--- config.mk ---
export PLATFORM = sky130hd
export DESIGN_NAME = fpnew_req_scheduler
export DESIGN_NICKNAME = d
export VERILOG_FILES = /design/src/rtl/fpnew_req_scheduler.sv
export SDC_FILE = /design/constraint.sdc
export NUM_CORES = 1
export LEC_CHECK = 0
export BUFFER_PORTS_ARGS = -buffer_cell sky130_fd_sc_hd__buf_2
export CELL_PAD_IN_SITES_DETAIL_PLACEMENT = 0
export CELL_PAD_IN_SITES_GLOBAL_PLACEMENT = 2
export CORE_MARGIN = 3
export CORE_UTILIZATION = 31
export DETAILED_ROUTE_END_ITERATION = 8
export PLACE_DENSITY = 0.77
export SYNTH_ARGS = -nofsm -noshare
export SYNTH_HDL_FRONTEND = slang
export SYNTH_SLANG_ARGS = --single-unit
export TNS_END_PERCENT = 100
--- constraint.sdc ---
create_clock -name clk_i -period 3.87 [get_ports clk_i]
set_input_delay 0.1935 -clock clk_i [delete_from_list [all_inputs] [get_ports clk_i]]
set_output_delay 0.1935 -clock clk_i [all_outputs]
set_load 0.02 [all_outputs]
--- src/rtl/fpnew_req_scheduler.sv ---
// fpnew_req_scheduler: round-robin arbiter sharing one FPU among NumReq requesters with tag-routed responses
module fpnew_req_scheduler #(
  parameter int unsigned NumReq = 4,
  parameter int unsigned MaxOutst = 4,
  parameter type req_t = logic,
  parameter type rsp_t = logic,
  localparam int unsigned IdxW = (NumReq > 1) ? $clog2(NumReq) : 1
) (
  input  logic              clk_i,
  input  logic              rst_ni,
  input  logic              flush_i,
  input  logic [NumReq-1:0] req_valid_i,
  output logic [NumReq-1:0] req_ready_o,
  input  req_t              req_i [NumReq],
  output logic [NumReq-1:0] rsp_valid_o,
  input  logic [NumReq-1:0] rsp_ready_i,
  output rsp_t              rsp_o,
  output logic              fpu_in_valid_o,
  input  logic              fpu_in_ready_i,
  output req_t              fpu_req_o,
  output logic [IdxW-1:0]   fpu_tag_o,
  input  logic              fpu_out_valid_i,
  output logic              fpu_out_ready_o,
  input  rsp_t              fpu_rsp_i,
  input  logic [IdxW-1:0]   fpu_tag_i,
  output logic              busy_o
);
  localparam int unsigned CntW = $clog2(MaxOutst + 1);
  logic [CntW-1:0] cnt [NumReq];
  logic lock, found, in_hs, out_hs, tag_ok, sel_ready, active;
  logic [IdxW-1:0] lock_g, rr_ptr, pick, g;
  logic [NumReq-1:0] elig, inc, dec;
  assign active = rst_ni & ~flush_i;
  always_comb begin
    found = 1'b0;
    pick = '0;
    for (int i = 0; i < NumReq; i++) begin
      elig[i] = req_valid_i[i] & (cnt[i] < CntW'(MaxOutst));
    end
    for (int i = 0; i < NumReq; i++) begin
      if (!found && elig[(int'(rr_ptr) + i) % NumReq]) begin
        found = 1'b1;
        pick = IdxW'((int'(rr_ptr) + i) % NumReq);
      end
    end
  end
  // A stalled grant stays pinned to its requester until the FPU accepts it
  assign g = lock ? lock_g : pick;
  assign fpu_in_valid_o = active & (lock ? req_valid_i[lock_g] : found);
  assign fpu_req_o = req_i[g];
  assign fpu_tag_o = g;
  assign in_hs = fpu_in_valid_o & fpu_in_ready_i;
  assign rsp_o = fpu_rsp_i;
  always_comb begin
    tag_ok = 1'b0;
    sel_ready = 1'b0;
    for (int k = 0; k < NumReq; k++) begin
      req_ready_o[k] = in_hs & (g == IdxW'(k));
      rsp_valid_o[k] = active & fpu_out_valid_i & (fpu_tag_i == IdxW'(k));
      if (fpu_tag_i == IdxW'(k)) begin
        tag_ok = 1'b1;
        sel_ready = rsp_ready_i[k];
      end
    end
  end
  // Out-of-range tags and flushed responses are sunk so the FPU never stalls on them
  assign fpu_out_ready_o = rst_ni & (flush_i | ~tag_ok | sel_ready);
  assign out_hs = fpu_out_valid_i & fpu_out_ready_o & tag_ok;
  always_comb begin
    busy_o = lock;
    for (int k = 0; k < NumReq; k++) begin
      inc[k] = in_hs & (g == IdxW'(k));
      dec[k] = out_hs & (fpu_tag_i == IdxW'(k)) & (cnt[k] != '0);
      busy_o = busy_o | (cnt[k] != '0);
    end
  end
  always_ff @(posedge clk_i or negedge rst_ni) begin
    if (!rst_ni) begin
      lock <= 1'b0;
      lock_g <= '0;
      rr_ptr <= '0;
      for (int k = 0; k < NumReq; k++) cnt[k] <= '0;
    end else if (flush_i) begin
      lock <= 1'b0;
      lock_g <= '0;
      rr_ptr <= '0;
      for (int k = 0; k < NumReq; k++) cnt[k] <= '0;
    end else begin
      lock <= fpu_in_valid_o & ~fpu_in_ready_i;
      lock_g <= g;
      if (in_hs) rr_ptr <= (g == IdxW'(NumReq - 1)) ? '0 : g + 1'b1;
      for (int k = 0; k < NumReq; k++) begin
        if (inc[k] & ~dec[k]) cnt[k] <= cnt[k] + 1'b1;
        else if (dec[k] & ~inc[k]) cnt[k] <= cnt[k] - 1'b1;
      end
    end
  end
endmodule
[Yosys cells after proc, flatten, opt, wreduce, memory -nomap -nowiden]
Cells that the tools add are included.
Word-level totals
  logic and storage cells: 151
  flip-flop bits (word level): 17
  input port bits: 20
  output and inout port bits: 15
Cells by class
  reductions and logical operators: 17
  bitwise operators: 54
  eq/ne operators: 6
  $lt $le $gt $ge: 10
  add/sub/neg operators: 12
  mux-type cells: 45
Operators by type and width (number)
  $and A1 B1 Y1: 36
  $mux W3: 8
  $reduce_bool A3 Y1: 8
  $mux W1: 21
  $mux W2: 9
  $lt A2 B3 Y1 const B: 5
  $add A3 B1 Y3 const B: 4
  $bmux W1 S2: 6
  $lt A3 B3 Y1 const B: 4
  $mux W12: 1
  $sub A3 B1 Y3 const B: 4
  $not A1 Y1: 11
  $eq A2 B2 Y1 const B: 4
  $or A1 B1 Y1: 6
  $add A2 B1 Y2 const B: 2
  $add A2 B2 Y2 const B: 2
  $eq A2 B1 Y1 const B: 2
  $logic_not A2 Y1: 2
  $ge A3 B3 Y1 const B: 1
  $logic_and A1 B1 Y1: 3
  $logic_not A1 Y1: 3
  $not A2 Y3: 1
  $reduce_bool A2 Y1: 1

[Longest topological paths before layout]
Gate-level depths: netlist (run 1).
  word-level depth: 23
  mapped depth: 12
  gate-level depth less buffers: 11

[Least setup slack after synthesis (run 1)]
No wires, ideal clock.
  path type: register -> register
  from: reg rr_ptr[1]
  to: reg cnt[8] in the netlist's numbering
  data required time: 3.742 ns
  slack: 0.812 ns
  data arrival time: 2.931 ns
  setup time: 0.128 ns
  cell stages (with the launch flop): 12
  path through: dfrtp_1 > buf_2 > or4_1 > a2111o_1 > nand3_2 > or3_1 > buf_2 > nor2_1 > fa_1 > and2_1 > mux2i_1 > mux2_1
Between the ends
  elaborated cells on any way between the ends: 37
  classes of those cells: add/sub: 3; eq/ne: 1; mux: 20; bitwise: 6; reduce/logical: 7
RTL lines
  from (decl): RTL line 31  | logic [IdxW-1:0] lock_g, rr_ptr, pick, g;
  from (signal assigned): RTL line 91  | if (in_hs) rr_ptr <= (g == IdxW'(NumReq - 1)) ? '0 : g + 1'b1;
  parallel branches: the longest is 11 deep, another holds $add A2 B1 Y2
  $mux W2 (*): RTL line 41  | if (!found && elig[(int'(rr_ptr) + i) % NumReq]) begin
  $mux W2 (*): RTL line 48  | assign g = lock ? lock_g : pick;
  via fpu_tag_o[1]: RTL line 21  | output logic [IdxW-1:0] fpu_tag_o,
  $eq A2 B1 Y1 (*): RTL line 72  | inc[k] = in_hs & (g == IdxW'(k));
  $and A1 B1 Y1 (*): RTL line 72
  $and A1 B1 Y1 / $not A1 Y1 (equally long branches): RTL line 93, 94
  $mux W3 / $and A1 B1 Y1 (equally long branches): RTL line 93, 94
  $mux W12 / $reduce_bool A3 Y1 (equally long branches)
  to (signal, indexed assignment): RTL line 93  | if (inc[k] & ~dec[k]) cnt[k] <= cnt[k] + 1'b1;
  to (signal, indexed assignment): RTL line 94  | else if (dec[k] & ~inc[k]) cnt[k] <= cnt[k] - 1'b1;
  to (decl): RTL line 29  | logic [CntW-1:0] cnt [NumReq];
Mark *: on every way through the listed nets, which the timed path passes. The select of a mux whose other input is x is not followed.
A chain may end at the register's enable or synchronous reset.

[Worst setup path in the final report (run 1)]
  from: in rst_ni
  to: reg cnt[8] in the netlist's numbering
Between the ends
  cells in the longest elaborated chain, start to end: 9
  elaborated cells on any way between the ends: 16
  classes of those cells: mux: 2; bitwise: 13; reduce/logical: 1
Ends and longest elaborated chain
  from (decl): RTL line 10  | input logic rst_ni,
  $and A1 B1 Y1: RTL line 67  | assign fpu_out_ready_o = rst_ni & (flush_i | ~tag_ok | sel_ready);
  $and A1 B1 Y1 (2 in series): RTL line 68  | assign out_hs = fpu_out_valid_i & fpu_out_ready_o & tag_ok;
  $and A1 B1 Y1 (2 in series): RTL line 73  | dec[k] = out_hs & (fpu_tag_i == IdxW'(k)) & (cnt[k] != '0);
  $not A1 Y1: RTL line 93
  $and A1 B1 Y1: RTL line 93
  $mux W3: RTL line 93
  $mux W12: RTL line 83  | end else if (flush_i) begin
Several ways; a longest one is shown, not always the timed one.

==> flow_metrics.env, run 1 <==
export IMPL_cts_resized=0
export IMPL_synth_common_cells="nor2_1 (31), dfrtp_1 (17), nor3_1 (11), inv_1 (10)"
export IMPL_ys_seq_area_frac=0.2906
export IMPL_cts_buffers_inserted=3
export IMPL_p_per_area_nw_per_um2=268.1
export IMPL_tightest_slew_ns=0.8501
export IMPL_area_growth_pct=17.18
export IMPL_die_y_um=74.72
export IMPL_wl_per_cell_um=15.43
export IMPL_n_antenna_cell=0
export IMPL_netlist_instances=172
export IMPL_start_util=0.3294
export IMPL_relSlewSlack=0.4280
export IMPL_grt_pass1_wl_um=6499
export IMPL_cp_max_fo=12
export IMPL_first_iter_violations=40
export IMPL_cp_arrival_ns=3.29
export IMPL_clkTransAtPathRegs_ns=0.07
export IMPL_grt_usage=0.1524
export IMPL_post_synth_top_count_cell="nor2_1"
export IMPL_min_period_over_period=0.8121
export IMPL_irDropWorstVdd_v=0.0001697
export IMPL_yosys_warnings=0
export IMPL_clock_skew_ns=0.006709
export IMPL_power_leakage_nw=0.8067
export IMPL_coreArea_um2=4444
export IMPL_synth_edff_count=0
export IMPL_root_buffer="clkbuf_8"
export IMPL_fmax_ghz=0.3182
export IMPL_cts_tree="done"
export IMPL_clockBufferDepth=2
export IMPL_cts_hold_buf=1
export IMPL_synth_top_cell_area_share=0.2906
export IMPL_gp_congestion=0.9325
export IMPL_first_pass_iters=4
export IMPL_syn_nets=197
export IMPL_synth_area_per_cell_um2=8.511
export IMPL_htreeDepth=1
export IMPL_dpl_hpwl_um=3144
export IMPL_syn_area_um2=1464
export IMPL_end_kind="flip-flop"
export IMPL_fp_dieW_um=74.72
export IMPL_ys_async_sr_fraction=1.000
export IMPL_dieArea_um2=5583
export IMPL_synth_cell_type_count=48
export IMPL_status="complete, no violations"
export IMPL_setup_viol=0
export IMPL_preCtsSetupSlack_ns=0.7494
export IMPL_routed_wl_um=3918
export IMPL_drc_errors=0
export IMPL_post_cts_buffers=0
export IMPL_cp_start_kind="input pin"
export IMPL_maxCapViolations=0
export IMPL_via_per_inst=5.323
export IMPL_maxSlewViolCount=0
export IMPL_yosys_area_top_type="dfrtp_1"
export IMPL_grt_pass1_vias=1349
export IMPL_pin_count=35
export IMPL_clkLatencyLatePin_ns=0.26
export IMPL_layout_setup_ws_ns=0.7272
export IMPL_antenna_found_initial=0
export IMPL_drive_gt1_frac=0.2376
export IMPL_num_vias=1352
export IMPL_synth_flop_cell="dfrtp_1"
export IMPL_critPathRequiredTime_ns=4.01
export IMPL_grt_max_degree=36
export IMPL_io_buffers=32
export IMPL_num_nets_final=228
export IMPL_placedCellCount=249
export IMPL_cts_sinks=17
export IMPL_synth_seq_cells=17
export IMPL_layoutNonFillerInstCount=254
export IMPL_grt_ovfl_total=0
export IMPL_hold_violations=0
export IMPL_critPathKind="in -> reg"
export IMPL_hold_class="in -> reg"
export IMPL_fin_tns_setup_ns=0
export IMPL_ant_nets=0
export IMPL_fin_crit_ns=3.143
export IMPL_rsz0062_at_grt="false"
export IMPL_row_count=24
export IMPL_ys_top_cells_by_area="dfrtp_1 (29%), nor2_1 (7.9%), fa_1 (5.5%)"
-- cell usage in the layout, fill, tap and decap left out, types with 4 or more instances in the layout --
cell,synthesis,routed
dfrtp_1,17,17
mux2_1,7,7
nor2b_1,7,7
nand2_1,7,7
nor4_1,6,6
nand3_1,4,4
a21oi_1,7,7
nor3_1,11,11
fa_1,4,4
xnor2_1,6,6
nand2b_1,6,6
inv_1,10,10
buf_2,2,32
nor2_1,31,31
-- stage by stage --
stage | hold WS, ns | instance area [um^2] | power [W] | util
floorplan | -0.1021 | 1464 | 0.0002832 | -
global placement | 0.08811 | 1660 | 0.0003243 | 0.3736
detailed placement | 0.09487 | 1660 | 0.0003277 | 0.3736
CTS | 0.1139 | 1715 | 0.0004701 | 0.3860
global route | 0.1219 | 1715 | 0.0004891 | 0.3860
finish | 0.1234 | 1715 | 0.0004600 | 0.3860
-- kinds of logic after synthesis --
logic type	share of synthesized area
and+or+nand+nor	0.3154
DFF	0.2906
buffers and inverters	0.05556
AOI/OAI and AO/OA	0.1351
adders and majority gates	0.06325
xor gates and xnor gates	0.04188
muxes	0.09829
-- worst paths after layout --
path / startpoint / slack [ns] / end / depth (start not counted)
hold reg to reg: cnt[3] / 0.58 / cnt[3] / 2
setup / recovery: rst_ni / 0.73 / cnt[8] / 11
hold / removal: fpu_in_ready_i / 0.12 / lock / 2
max in group asynchronous: rst_ni / 3.07 / lock_g[1] / 3
min in group asynchronous: rst_ni / 0.35 / cnt[0] / 2
setup reg to reg: cnt[2] / 0.73 / cnt[8] / 10
-- power by group --
group / switching [W] / internal, W
Clock: 0.0000635 / 0.0000732
Combinational: 0.0000797 / 0.0000513
Sequential: 0.00000830 / 0.000184
-- layer usage --
metal | up-vias | part of all wire | GRT usage
met1 | 665 | 0.45 | 0.2026
met4 | 0 | 0.0059 | 0.02964
met5 | - | 0 | 0
li1 | 656 | - | -
met3 | 4 | 0.043 | 0.03338
met2 | 27 | 0.50 | 0.2566
-- flip-flops by register name, summed over array words and instances, names as in the netlist --
register	cells
lock_g	2
cnt	12
rr_ptr	2
lock	1
-- critical path: stages --
cell	delay, ns
dlygate4sd3_1	0.52
buf_2	0.28
inv_1	0.12
o41ai_2	0.42
nand2_1	0.32
or3_1	0.50
nor2_1	0.17
fa_1	0.20
nor2_1	0.05
mux2i_1	0.17
mux2_1	0.33
-- cell type report --
type                       instances  area, um^2
clock buffer                       4       45.04
fill                             479        2729
inverter                          12       45.04
multi-input combinational        135       957.2
sequential                        17       425.4
tap                               52       65.06
timing repair buffer              34       177.7
Note: power is estimated with default switching activity, not from simulation.
==> run 2, diff against run 1 <==
==> constraint.sdc (replaced) <==
create_clock -name clk_i -period 3 [get_ports clk_i]
set_input_delay 0.15 -clock clk_i [delete_from_list [all_inputs] [get_ports clk_i]]
set_output_delay 0.15 -clock clk_i [all_outputs]
set_load 0.02 [all_outputs]
==> run 2 against run 1 <==
Via count is 3.0% higher. Combinational power rose by 48%. Sequential share of layout area decreased by 2.0 points. Sequential cell count unchanged. Cell count up 6.7%. Routed wire length grew 2.2%. Total power grew 35%. Clock power is 31% higher. Largest cell class unchanged. Largest power group unchanged.
==> flow_metrics.env, run 2 (synthesis gave the netlist of run 1 again) <==
export IMPL_status="complete, no violations"
export IMPL_slowest_delay_ns=0.50
export IMPL_cp_arrival_ns=3.06
export IMPL_r2r_end="cnt[8]"
export IMPL_clock_skew_ns=0.001169
export IMPL_top_register="cnt"
export IMPL_wl_per_cell_um=14.77
export IMPL_routed_wl_um=4004
export IMPL_antenna_found_initial=0
export IMPL_row_count=24
export IMPL_via_per_inst=5.137
export IMPL_maxCapViolations=0
export IMPL_pin_count=35
export IMPL_n_antenna_cell=0
export IMPL_cp_start_kind="flip-flop"
export IMPL_num_vias=1392
export IMPL_area_growth_pct=28.80
export IMPL_layout_setup_ws_ns=0.08210
export IMPL_maxSlewViolCount=0
export IMPL_grt_pass1_wl_um=6341
export IMPL_power_leakage_nw=0.8955
export IMPL_min_period_over_period=0.9726
export IMPL_fmax_ghz=0.3427
export IMPL_critical_path_cell_chain="nand2b_4 > or4_1 > a2111o_1 > nand3_4 > or3_4 > nor2_1 > fa_1 > and2_1 > mux2i_1 > mux2_1"
export IMPL_largest_reg_flops=12
export IMPL_cts_buffers_inserted=3
export IMPL_io_buffers=32
export IMPL_irDropWorstVdd_v=0.0001373
export IMPL_crit_end="cnt[8]"
export IMPL_root_buffer="clkbuf_8"
export IMPL_first_iter_violations=46
export IMPL_grt_max_degree=21
export IMPL_hold_violations=0
export IMPL_clockBufferDepth=2
export IMPL_relSlewSlack=0.6455
export IMPL_cts_sinks=17
export IMPL_crit_slowest_cell="a2111o_1"
export IMPL_cts_tree="done"
export IMPL_crit_start="cnt[2]"
export IMPL_worst_path_stages=10
export IMPL_fp_dieW_um=74.72
export IMPL_grt_usage=0.1487
export IMPL_whs_ns=0.07091
export IMPL_dpl_hpwl_um=3215
export IMPL_die_y_um=74.72
export IMPL_htreeDepth=1
export IMPL_r2r_cells=10
export IMPL_grt_ovfl_total=0
export IMPL_start_util=0.3294
export IMPL_drc_errors=0
export IMPL_grt_pass1_vias=1317
export IMPL_clkLatencyLatePin_ns=0.25
export IMPL_gp_congestion=0.9260
export IMPL_clkTransAtPathRegs_ns=0.07
export IMPL_preCtsSetupSlack_ns=0.04898
export IMPL_first_pass_iters=4
export IMPL_tightest_slew_ns=0.5268
export IMPL_r2r_start="cnt[2]"
export IMPL_final_common_cell="buf_2"
export IMPL_hold_class="in -> reg"
export IMPL_critPathKind="reg -> reg"
export IMPL_setup_viol=0
export IMPL_cp_max_fo=5
export IMPL_drive_gt1_frac=0.3288
export IMPL_critPathRequiredTime_ns=3.14
export IMPL_end_kind="flip-flop"
export IMPL_cp_top_family="simple AND/OR/NAND/NOR gates"
export IMPL_fin_crit_ns=2.918
export IMPL_p_per_area_nw_per_um2=329.4
export IMPL_ant_nets=0
export IMPL_reg_top3="cnt (12), lock_g (2), rr_ptr (2)"
export IMPL_layout_common_cells="buf_2 (32), nor2_1 (31), buf_4 (18)"
export IMPL_dieArea_um2=5583
export IMPL_rsz0062_at_grt="true"
export IMPL_num_nets_final=245
export IMPL_coreArea_um2=4444
export IMPL_cp_num_buf_inv=0
export IMPL_r2r_slack_ns=0.08
run 2: metrics by stage:
step / area (um^2) / std cells / setup TNS (ns) / power (W) / util
floorplan: 1483 / 172 / 0 / 0.0003687 / -
global placement: 1762 / 260 / 0 / 0.0004310 / 0.3964
detailed placement: 1762 / 260 / 0 / 0.0004340 / 0.3964
finish: 1886 / 271 / 0 / 0.0006211 / 0.4243
CTS: 1817 / 265 / 0 / 0.0006116 / 0.4088
global route: 1886 / 271 / -0.009909 / 0.0006540 / 0.4243
run 2: power breakdown:
| group | switching, W | internal [W] | leakage (nW) |
|---|---|---|---|
| Sequential | 0.0000109 | 0.000238 | 0.230 |
| Clock | 0.0000848 | 0.0000943 | 0.0228 |
| Combinational | 0.000110 | 0.0000840 | 0.643 |
run 2: layout make-up:
class | instances | area, um^2
fill | 474 | 2559
multi-input combinational | 135 | 996.0
sequential | 17 | 429.2
timing repair buffer | 51 | 305.3
tap | 52 | 65.06
clock buffer | 4 | 45.04
inverter | 12 | 45.04
run 2: worst min-delay path by stage:
stage	from	end	depth (start not counted)
2_1_floorplan	rst_ni	cnt[0]	0
3_3_place_gp	rst_ni	cnt[4]	2
3_5_place_dp	rst_ni	cnt[2]	2
4_1_cts	fpu_in_ready_i	lock	2
5_1_grt	fpu_in_ready_i	lock	2
6_report	fpu_in_ready_i	lock	2
run 2: what timing repair did:
| action | in CTS | in global routing |
|---|---|---|
| hold buffers | 1 | 0 |
| gates resized for setup | 0 | 7 |
| hold endpoints to repair | 17 | 0 |
| setup endpoints to repair | 0 | 3 |
| buffers inserted | 0 | 6 |
run 2: layer usage:
metal	vias up	wire [um]	global-route usage
met5	-	0	0
met4	0	68	0.04941
met3	8	101	0.02403
met2	18	1950	0.2361
met1	672	1883	0.2068
li1	694	-	-
